<file path="src/rtl/pipelined_adder.sv">
// Pipelined add/subtract: the carry chain is cut into LANE-bit slices with one register per slice,
// behind a stallable valid/ready pipeline. Reports carry/no-borrow, signed overflow and zero.

module pa_slice #(
  parameter int LANE = 4
) (
  input  logic [LANE-1:0] a,
  input  logic [LANE-1:0] b,
  input  logic            ci,
  output logic [LANE-1:0] s,
  output logic            co
);
  assign {co, s} = {1'b0, a} + {1'b0, b} + {{LANE{1'b0}}, ci};
endmodule

module pipelined_adder #(
  parameter int WIDTH = 16,
  parameter int LANE  = 4
) (
  input  logic             clk,
  input  logic             rst_n,
  input  logic             in_valid,
  output logic             in_ready,
  input  logic             op,
  input  logic             cin,
  input  logic [WIDTH-1:0] ina,
  input  logic [WIDTH-1:0] inb,
  output logic             out_valid,
  input  logic             out_ready,
  output logic [WIDTH-1:0] result,
  output logic             cout,
  output logic             ovf,
  output logic             zero
);
  localparam int STAGES = WIDTH / LANE;

  // vld_pipe[k] qualifies stage register k; vld_pipe[STAGES] is the output register.
  logic [STAGES:0]                  vld_pipe;
  logic [STAGES-1:0][WIDTH-1:0]     r_a, r_b, r_s;
  logic [STAGES-1:0]                r_c;
  logic [STAGES-1:0][LANE-1:0]      w_sum;
  logic [STAGES-1:0]                w_co;
  logic [STAGES-1:0][WIDTH-1:0]     w_snext;
  logic [WIDTH-1:0]                 r_result;
  logic                             r_cout, r_ovf, r_zero;
  logic                             w_adv, w_cmsb, w_unused;

  assign w_adv    = !vld_pipe[STAGES] || out_ready;
  assign in_ready = w_adv;

  genvar k;
  generate
    for (k = 0; k < STAGES; k++) begin : g_slice
      pa_slice #(.LANE(LANE)) u_slice (
        .a  (r_a[k][k*LANE +: LANE]),
        .b  (r_b[k][k*LANE +: LANE]),
        .ci (r_c[k]),
        .s  (w_sum[k]),
        .co (w_co[k])
      );
    end
  endgenerate

  // Finished lower slices travel with the beat; stage k drops its slice into place.
  always_comb begin
    w_snext = r_s;
    for (int i = 0; i < STAGES; i++) w_snext[i][i*LANE +: LANE] = w_sum[i];
  end

  // Carry into the MSB recovered from the final stage's operand and sum bits.
  assign w_cmsb   = r_a[STAGES-1][WIDTH-1] ^ r_b[STAGES-1][WIDTH-1] ^ w_snext[STAGES-1][WIDTH-1];
  assign w_unused = ^{r_a[STAGES-1], r_b[STAGES-1]};

  always_ff @(posedge clk or negedge rst_n) begin
    if (!rst_n) begin
      vld_pipe <= '0;
      r_a      <= '0;
      r_b      <= '0;
      r_s      <= '0;
      r_c      <= '0;
      r_result <= '0;
      r_cout   <= 1'b0;
      r_ovf    <= 1'b0;
      r_zero   <= 1'b0;
    end else if (w_adv) begin
      vld_pipe <= {vld_pipe[STAGES-1:0], in_valid};
      r_a[0]   <= ina;
      r_b[0]   <= op ? ~inb : inb;
      r_s[0]   <= '0;
      r_c[0]   <= cin ^ op;
      for (int i = 0; i < STAGES - 1; i++) begin
        r_a[i+1] <= r_a[i];
        r_b[i+1] <= r_b[i];
        r_s[i+1] <= w_snext[i];
        r_c[i+1] <= w_co[i];
      end
      if (vld_pipe[STAGES-1]) begin
        r_result <= w_snext[STAGES-1];
        r_cout   <= w_co[STAGES-1];
        r_ovf    <= w_co[STAGES-1] ^ w_cmsb;
        r_zero   <= (w_snext[STAGES-1] == '0);
      end
    end
  end

  assign out_valid = vld_pipe[STAGES];
  assign result    = r_result;
  assign cout      = r_cout;
  assign ovf       = r_ovf;
  assign zero      = r_zero;
endmodule
</file>
<file path="config.mk">
export PLATFORM = sky130hd
export DESIGN_NAME = pipelined_adder
export DESIGN_NICKNAME = d
export VERILOG_FILES = /design/src/rtl/pipelined_adder.sv
export SDC_FILE = /design/constraint.sdc
export NUM_CORES = 1
export LEC_CHECK = 0
export CAP_MARGIN = 20
export CELL_PAD_IN_SITES_DETAIL_PLACEMENT = 0
export CELL_PAD_IN_SITES_GLOBAL_PLACEMENT = 1
export CORE_MARGIN = 4
export CORE_UTILIZATION = 48
export DETAILED_ROUTE_END_ITERATION = 16
export PLACE_DENSITY_LB_ADDON = 0.1
export SYNTH_ARGS = -nofsm -noshare
export SYNTH_HDL_FRONTEND = slang
export SYNTH_HIERARCHICAL = 1
export SYNTH_SLANG_ARGS = --single-unit
</file>
<file path="constraint.sdc">
create_clock -name clk -period 3.6 [get_ports clk]
set_input_delay 0.9 -clock clk [delete_from_list [all_inputs] [get_ports clk]]
set_output_delay 0.9 -clock clk [all_outputs]
set_load 0.02 [all_outputs]
</file>
## After elaboration in Yosys (flattened, before gate mapping)

Cells that the tools add are included.

- Bits of input ports: 38
- Bits in registers: 180

- $add $sub $neg: 8
- Multiplexer cells: 1
- Reduce and logical (&&, ||, !) cells: 4
- Bitwise logic cells: 5

Operator list:

| operator | count |
|---|---|
| $add A4 B4 Y5 | 4 |
| $add A5 B1 Y5 | 4 |
| $logic_not A16 Y1 | 1 |
| $mux W16 | 1 |
| $not A16 Y16 | 1 |
| $xor A1 B1 Y1 | 4 |
| $reduce_and A2 Y1 | 1 |
| $logic_not A1 Y1 | 1 |
| $logic_or A1 B1 Y1 | 1 |

## Logic depth before layout (Yosys ltp)

- Depth in word-level cells: 4
- Gate-level depth with buffers: 9
- Mapped depth without buffers: 9

## Cells and area by module

The synthesis kept the hierarchy.

By module, submodules not included:

| module | times used | cells each | area each (µm²) | seq. area each (µm²) |
|---|---|---|---|---|
| pipelined_adder | 1 | 327 | 5,330.1 | 3,303.2 |
| pa_slice | 4 | 16 | 143.9 | 0.0 |

## Worst setup path before layout

Ideal clock, no wire load.

- Path kind: in2out
- From: input port out_ready
- To: output port in_ready
- Required time: 2,700 ps
- Stages on the path: 5
- Buffers on the path: 4
- Setup slack: 1,148 ps
- Data arrival time: 1,552 ps
- Cells stage by stage: nand2b_4 > buf_6 > buf_6 > buf_6 > buf_6

- Cells in the longest elaborated chain, start to end: 1

Ends and longest elaborated chain:

| item | line | source |
|---|---|---|
| start: declaration | 29 | `input logic out_ready,` |
| $logic_or A1 B1 Y1 | 48 | `assign w_adv = !vld_pipe[STAGES] \|\| out_ready;` |
| end: declaration | 23 | `output logic in_ready,` |

Every way passes these cells.

## Final worst setup path

Same ends and word-level chain as after synthesis.

==> flow_summary.json <==
{
  "clockRootBuffer": "clkbuf_16",
  "period_minus_slack_ps": 3039,
  "synth_fa_ha_area_share_pct": 5.254,
  "synth_compound_area_share_pct": 2.881,
  "grt_overflow": 0,
  "diodes": 0,
  "fmax_ghz": 0.3290,
  "layout_common_cells": "132 x dfrtp_1, 57 x clkdlybuf4s50_1, 53 x mux2_4",
  "n_fill_cell": 999,
  "reg2reg_slack_ps": 1480,
  "antenna_found_initial": 0,
  "synth_xor_area_share_pct": 4.153,
  "finalClockSkew_ps": 5.350,
  "wl_um": 8804,
  "grt.total_usage_pct": 13.82,
  "drt_iter0_markers": 118,
  "grt_max_degree": 132,
  "wl_per_cell_um": 14.41,
  "post-route-util_pct": 59.56,
  "area_growth_pct": 21.14,
  "crit_type": "input pin to primary output",
  "die_area_um2": 14140,
  "worstSkewPairLatency_ps": 410,
  "required_ps": 2700,
  "hold_path.class": "flop to flop",
  "maxCapViolations": 0,
  "clk_pin_slew_ps": 60,
  "grt_pass1_vias": 3160,
  "setup_ws_ps": 560.6,
  "hold_violations": 0,
  "syn_nets": 449,
  "start_util_pct": 49.17,
  "cp-start-kind": "input pin",
  "cts_tree": "yes",
  "dp_hpwl_um": 5987,
  "cts_buffers": 17,
  "die_w_um": 118.9,
  "worstSetupStartpoint": "out_ready",
  "synth_edf_count": 0,
  "finalNonFillerCells": 611,
  "slew_headroom_pct": 39.31,
  "power_density_nw_per_um2": 971.2,
  "vias_per_cell": 5.033,
  "drc": 0,
  "syn_avg_cell_area_um2": 15.10,
  "synth_top_family_by_area": "multiplexers",
  "dp.cells": 581,
  "worstPathArrival_ps": 2140,
  "core_area_um2": 12010,
  "rsz0062_at_grt": "false",
  "cts-resized-gates": 0,
  "final_max_slew_viol_count": 0,
  "critPathMaxFanout": 2,
  "setup_viol": 0,
  "place.gp.congestion": 0.6688,
  "rr_worst_depth": 9,
  "die_h_um": 118.9,
  "status": "complete, no violations",
  "postCtsSetupRepairBufs": 0,
  "nets": 511,
  "fin_crit_sh_pct": 84.43,
  "power_leakage_nw": 3.210,
  "ctsHtreeMaxLevel": 4,
  "synth-simple-area-share_pct": 2.987,
  "num_rows": 40,
  "seq_area_frac_synth_pct": 55.93,
  "tightest_slew_ps": 907.5,
  "ys_async_sr_fraction_pct": 100.0,
  "drt_pass1_iterations": 4,
  "setup.worst_path.end_class": "primary output",
  "ir_worst_vdd_v": 0.0003725,
  "dp_slack_ps": 557.0,
  "regToRegEndpoint": "ovf$_DFFE_PN0P_",
  "critPathCapture": "in_ready",
  "timing.setup.tns_ps": 0,
  "ys.flop_type": "dfrtp_1",
  "yosysWarnings": 6,
  "portBuffers": 58,
  "synthCells": 391,
  "cts.sinks": 132,
  "grt_pass1_wl_um": 15550,
  "yosysUniqueCellTypes": 24,
  "muxShareOfSynthArea_pct": 25.08,
  "synth-seq-cells": 132,
  "final_common_cell": "dfrtp_1",
  "min_path_cells": 1,
  "drive_gt1_share_pct": 31.03,
  "hold_buffers": 0,
  "postRouteAntennaNets": 0,
  "vias": 3075,
  "io_pins": 59,
  "syn_area_um2": 5906,
  "reg2reg_from": "r_a[60]$_DFFE_PN0P_",
  "cts.path.max_buffers": 2
}
[flip-flops by register name, indices dropped and copies added (netlist names)]
| register | count |
|---|---|
| r_a | 40 |
| ovf | 1 |
| zero | 1 |
| r_s | 24 |
| vld_pipe | 5 |
| r_c | 4 |
| r_b | 40 |
| result | 16 |
| cout | 1 |
[worst max-delay path, cell delays in order]
cell,delay [ps]
clkdlybuf4s50_1,460
nand2b_4,160
clkdlybuf4s50_1,620
[layout make-up]
type | count | area, µm² | area share [%]
Clock buffer | 22 | 494.2 | 6.908
Timing Repair Buffer | 61 | 625.6 | 8.744
Inverter | 17 | 63.81 | 0.8919
Clock inverter | 8 | 100.1 | 1.399
Sequential cell | 132 | 3303 | 46.17
Multi-Input combinational cell | 224 | 2384 | 33.32
Tap cell | 147 | 183.9 | 2.571
[metal layers]
metal  part of all wire, %  GRT usage, %
met5                     0             0
met4                   2.0         6.083
met3                   4.2         4.321
met2                    42         18.37
met1                    52         20.63
[stage by stage]
stage               hold WS [ps]  total power, W  area (µm²)
floorplan                  475.0        0.004652        5906
global placement           475.3        0.005254        6560
detailed placement         482.2        0.005341        6560
CTS                        494.5        0.007068        7154
global route               502.5        0.007479        7154
finish                     488.0        0.006948        7154
[power breakdown]
group	total, W	switching, W	internal (W)
registers	0.00261	0.000439	0.00217
logic	0.00265	0.00106	0.00158
clock network	0.00169	0.000589	0.00110
[cell usage after synthesis (4+ instances only)]
master,count,area share [%]
ha_1,12,2.5
mux2_1,9,1.7
xnor2_1,27,4.0
mux2_2,51,9.7
nor2_1,17,1.1
buf_2,7,0.59
a21oi_1,17,1.4
dfrtp_1,132,56
a21o_1,4,0.51
nor4_1,4,0.42
buf_6,10,1.9
a21oi_2,4,0.59
nand2b_1,5,0.53
o21ai_0,4,0.34
inv_1,17,1.1
mux2_4,53,13
nor2b_1,4,0.42
fa_1,8,2.7
[how the worst min path moves through the flow]
| stage | from | to | slack, ps |
|---|---|---|---|
| floorplan | r_a[15]$_DFFE_PN0P_ | r_a[15]$_DFFE_PN0P_ | 470 |
| global placement | result[6]$_DFFE_PN0P_ | result[6]$_DFFE_PN0P_ | 480 |
| detailed placement | result[13]$_DFFE_PN0P_ | result[13]$_DFFE_PN0P_ | 480 |
| CTS | result[13]$_DFFE_PN0P_ | result[13]$_DFFE_PN0P_ | 490 |
| global route | result[13]$_DFFE_PN0P_ | result[13]$_DFFE_PN0P_ | 500 |
| finish | result[7]$_DFFE_PN0P_ | result[7]$_DFFE_PN0P_ | 490 |
[kinds of logic after synthesis]
kind of cell	after synthesis
xor+xnor	28
buf+inv	35
mux	114
simple gates	33
compound gates	29
fa+ha+maj	20
flops	132
Note: power is estimated with default switching activity, not from simulation.
